### src/rtl/weight_biu.sv
// weight_biu: streams a block of 32-bit weight words from the bus arbiter into the weight buffer
module weight_biu #(
  parameter int BUF_AW  = 10,
  parameter int MAX_OUT = 16
) (
  input  logic              clk,
  input  logic              rst_n,
  input  logic              start,
  input  logic [31:0]       base_addr,
  input  logic [BUF_AW:0]   word_num,
  output logic              busy,
  output logic              done,
  output logic              weight_biu2arb_req,
  output logic [31:0]       weight_biu2arb_addr,
  output logic              weight_biu2arb_vld,
  input  logic              weight_biu2arb_rdy,
  input  logic [31:0]       arb2weight_biu_addr,
  input  logic [31:0]       arb2weight_biu_data,
  input  logic              arb2weight_biu_vld,
  output logic              arb2weight_biu_rdy,
  input  logic              wbuf_wr_rdy,
  output logic              wbuf_wen,
  output logic [BUF_AW-1:0] wbuf_waddr,
  output logic [31:0]       wbuf_wdata
);
  localparam int CW = BUF_AW + 1;
  localparam int OW = $clog2(MAX_OUT) + 1;
  localparam logic [OW-1:0] OUT_MAX = OW'(MAX_OUT);
  typedef enum logic [1:0] {IDLE, ISSUE, DRAIN, DONE} state_t;
  state_t state, state_nxt;
  logic [31:0]   base;
  logic [CW-1:0] num, issued, returned;
  logic [OW-1:0] outstanding;
  logic          active, cmd_acc, rsp_acc;
  logic          unused_in;
  // response address is informational only; word order comes from the return count
  assign unused_in = ^{arb2weight_biu_addr, base_addr[1:0]};
  assign active = state == ISSUE || state == DRAIN;
  assign busy = state != IDLE;
  assign done = state == DONE;
  assign weight_biu2arb_req = active;
  assign weight_biu2arb_vld = state == ISSUE && issued < num && outstanding < OUT_MAX;
  assign weight_biu2arb_addr = base + {30'(issued), 2'b00};
  assign arb2weight_biu_rdy = active && wbuf_wr_rdy && outstanding != '0;
  assign cmd_acc = weight_biu2arb_vld && weight_biu2arb_rdy;
  assign rsp_acc = arb2weight_biu_vld && arb2weight_biu_rdy;
  // state register
  always_ff @(posedge clk or negedge rst_n)
    if (!rst_n) state <= IDLE;
    else state <= state_nxt;
  // next state: a zero-length load goes straight to the one-cycle done state
  always_comb begin
    state_nxt = state;
    case (state)
      IDLE:    if (start) state_nxt = word_num == '0 ? DONE : ISSUE;
      ISSUE:   if (cmd_acc && issued + CW'(1) == num) state_nxt = DRAIN;
      DRAIN:   if (returned == num) state_nxt = DONE;
      default: state_nxt = IDLE;
    endcase
  end
  // load parameters and issue/return/outstanding counters; simultaneous accepts cancel in outstanding
  always_ff @(posedge clk or negedge rst_n)
    if (!rst_n) begin
      base        <= '0;
      num         <= '0;
      issued      <= '0;
      returned    <= '0;
      outstanding <= '0;
    end else if (state == IDLE && start) begin
      base        <= {base_addr[31:2], 2'b00};
      num         <= word_num;
      issued      <= '0;
      returned    <= '0;
      outstanding <= '0;
    end else begin
      issued      <= issued + CW'(cmd_acc);
      returned    <= returned + CW'(rsp_acc);
      outstanding <= outstanding + OW'(cmd_acc) - OW'(rsp_acc);
    end
  // buffer write one cycle after each accepted response, indexed by arrival order
  always_ff @(posedge clk or negedge rst_n)
    if (!rst_n) begin
      wbuf_wen   <= 1'b0;
      wbuf_waddr <= '0;
      wbuf_wdata <= '0;
    end else begin
      wbuf_wen <= rsp_acc;
      if (rsp_acc) begin
        wbuf_waddr <= returned[BUF_AW-1:0];
        wbuf_wdata <= arb2weight_biu_data;
      end
    end
endmodule
### config.mk
export PLATFORM = sky130hd
export DESIGN_NAME = weight_biu
export DESIGN_NICKNAME = d
export VERILOG_FILES = /design/src/rtl/weight_biu.sv
export SDC_FILE = /design/constraint.sdc
export NUM_CORES = 1
export LEC_CHECK = 0
export CORE_ASPECT_RATIO = 0.5
export CORE_MARGIN = 3
export CORE_UTILIZATION = 30
export CTS_BUF_LIST = sky130_fd_sc_hd__clkbuf_4
export DETAILED_ROUTE_END_ITERATION = 10
export SYNTH_ARGS = -nofsm -noshare
export SYNTH_HDL_FRONTEND = slang
export SYNTH_SLANG_ARGS = --single-unit
### constraint.sdc
create_clock -name clk -period 5.9 [get_ports clk]
set_clock_uncertainty 0.1 [all_clocks]
set_input_delay 1.18 -clock clk [delete_from_list [all_inputs] [get_ports clk]]
set_output_delay 1.18 -clock clk [all_outputs]
set_load 0.02 [all_outputs]
==> results of run 1 <==
-- power groups by stage --
stage               Sequential (mW)  Combinational [mW]  Clock (mW)
floorplan                      1.41                1.14           0
global placement               1.33                2.04           0
detailed placement             1.34                2.07           0
CTS                            1.33                2.09       0.685
global route                   1.37                2.26       0.724
finish                         1.33                2.06       0.654
-- cells by family after synthesis --
family,after synthesis
multiplexers,44
other,1
AO/OA/AOI/OAI,101
AND/OR/NAND/NOR,248
flip-flops,113
XOR/XNOR,62
buffers and inverters,67
adder cells (fa/ha/maj),39
-- per-layer routing --
layer,wire length (µm),global-route usage [%],part of all wire (%),up-vias
li1,-,-,-,2628
met1,8010,18.9,45,2599
met2,8700,26.3,49,77
met3,726,3.84,4.1,16
met4,176,4.34,1.0,0
met5,0,0,0,-
-- placed cells by master (no fill, tap or decap), drive strengths merged, types with 7 or more instances in the layout --
cell           synthesis  final
a21oi                 28     28
xor2                  24     24
xnor2                 37     37
mux2                  43     43
and3                   8      8
nand3                 32     32
clkdlybuf4s50          0    155
o21ai                 32     32
nand4                 11     11
ha                    37     37
and2                  13     13
inv                   34     34
or3                    8      8
clkinv                 1      7
dfrtp                113    113
nor2                  29     29
clkbuf                19     20
a211oi                11     11
nand2                115    115
nor3                  10     10
-- layout make-up --
type | instances | area (µm²) | share of cell area, %
flip-flops and latches | 113 | 2830 | 32.8
multi-input cells | 496 | 3390 | 39.3
diodes | 1 | 2.50 | 0.0290
repair buffers | 161 | 1600 | 18.5
clock buffers | 20 | 150 | 1.74
clock inverters | 12 | 165 | 1.91
inverters | 35 | 131 | 1.52
well taps | 292 | 365 | 4.23
-- worst paths after layout --
kind,endpoint,depth (start not counted)
setup / recovery,weight_biu2arb_addr[24],8
hold reg to reg,base[2],2
setup reg to reg,outstanding[4],14
max in group asynchronous,issued[10],2
min in group asynchronous,base[30],1
hold / removal,base[2],2
-- worst reg2reg max path, delay by kind of cell, from the launching register on --
| family | cells | cell delay (ns) |
|---|---|---|
| fa+ha+maj | 4 | 1.23 |
| simple gates | 3 | 0.73 |
| compound gates | 5 | 0.94 |
| buf+inv | 2 | 0.11 |
| flops | 1 | 0.61 |
-- registers in the layout, summed over array words and instances (netlist names) --
signal and cells:
base 30, issued 11, num 11, outstanding 5, returned 11, state 2
wbuf_waddr 10, wbuf_wdata 32, wbuf_wen 1
==> flow_summary.ini, run 1 <==
[status]
status = completed

[clocking]
cts_resized = 0
cts.clk_slew.worst_paths_ns = 0.10
cts_setup_buffers = 0
tritoncts = yes
cts_hold_buffers = 0
clock_latency_ns = 0.52
root_buffer = clkbuf_4
clock-sinks = 113
cts_buffer_depth = 2
numCtsBuffers = 17
htree_levels = 4

[synthesis]
synth_edf_count = 0
synth_compound_area_share_pct = 9.65
yosys-top-cells-count = 115 x nand2_1, 113 x dfrtp_1, 43 x mux2_2
synth_top_family_by_area = simple AND/OR/NAND/NOR gates
synthMuxAreaShare_pct = 7.62
synth.most_common_cell = nand2_1
postSynthRegisterBits = 113
synth_top_flop_cell = dfrtp_1
synthCells = 675
synth_simple_gate_area_share_pct = 18.5
synth_area_per_cell_um2 = 9.61
synth_xor_xnor_area_share_pct = 8.59
synth_area_um2 = 6480
ys_top_cells_by_area = dfrtp_1 44%, mux2_2 7.5%, ha_1 7.1%
synthArstFlopShare_pct = 100
synth_top_cell_by_area = dfrtp_1
synthAdderAreaFrac_pct = 7.76
seq_area_frac_synth_pct = 43.6
synthDominantCellAreaShare_pct = 43.6
synth.distinct_cells = 58
yosys_warnings = 0

[power_and_ir_drop]
p_seq_share_pct = 32.9
switchingPower_mw = 1.63
power.density_nw_per_um2 = 468
p_comb_share_pct = 51.0
internal_power_mw = 2.41
clkPwrFrac_pct = 16.2
power_mw = 4.04
swShare_pct = 40.3
leakagePower_nw = 3.75
irDropWorstVdd_mv = 0.204

[placed_design]
dpl.hpwl_um = 13000
place_area_um2 = 8310
placed_cells = 1097
post-place-ws_ns = 1.31
port_buffers = 156
routabilityCongestion = 0.810

[finish]
nFillCells = 2068
utilization_pct = 41.3
layout-drive-gt1-share_pct = 10.5
final_nets = 976
stdcell_count = 1130
fin_area_um2 = 8630
syn_to_final_growth_pct = 33.1

[floorplanning]
start_util_pct = 31.1
dieArea_um2 = 23500
num_rows = 37
ios = 193
die_h_um = 110
coreArea_um2 = 20900
die_w_um = 214

[setup_path]
critical_path_class = reg2out
start_kind = register
critPathMaxStageDelay_ns = 0.78
cp_slowest_cell = o31ai_2
r2r_start = issued[5]
cp_top_family = compound AO/OA/AOI/OAI gates
rrSetupSlack_ns = 2.10
cp_num_buf_inv = 1
required_ns = 4.62
crit_path_start = issued[2]
worstPathArrival_ns = 3.89
cp-end-kind = primary output
path_cells = ha_1 -> nor2b_1 -> o2111ai_1 -> a31oi_1 -> o31ai_2 -> a211oi_1 -> xor2_1 -> clkdlybuf4s50_1
worst-path-max-fanout = 11

[sta]
fin_setup_tns_ns = 0
finalHoldViolations = 0
slew_headroom_pct = 37.4
tightestPinTransition_ns = 0.939
whs_ns = 0.395
final.min_clock_period_ns = 5.17
finalCritPeriodShare_pct = 87.6
fin_ws_ns = 0.733
report.final.slew_viol_count = 0
rsz0062_at_grt = false
max_freq_mhz = 194
setup_viol = 0

[grt]
track_usage_pct = 15.1
grt_pass1_wl_um = 28400
grt_pass1_vias = 5526
grt_max_degree = 70
grt-ovfl-total = 0
grt_antenna_before_repair = 1

[route]
drt_iter0_drc = 339
antenna_left = 0
drt_first_pass_iters = 4
wl_um = 17600
drc_errors = 0
wire_per_inst_um = 15.6
vias = 5320
viasPerCell = 4.71

[min_path]
min_from = base[2]
worstHoldPathType = reg2reg

[job]
maxCapViolations = 0
Power figures use the tool's default switching activity.
==> run 2, diff against run 1 <==
- ABC_CLOCK_PERIOD_IN_PS: unset -> 5900
==> results of run 2 <==
The final DEF is identical to that of run 1; final timing and power are the same.
==> run 3, diff against run 2 <==
- CTS_CLUSTER_SIZE: unset -> 8
- SLEW_MARGIN: unset -> 15
==> results of run 3 <==
The final DEF is identical to that of run 1; final timing and power are the same.
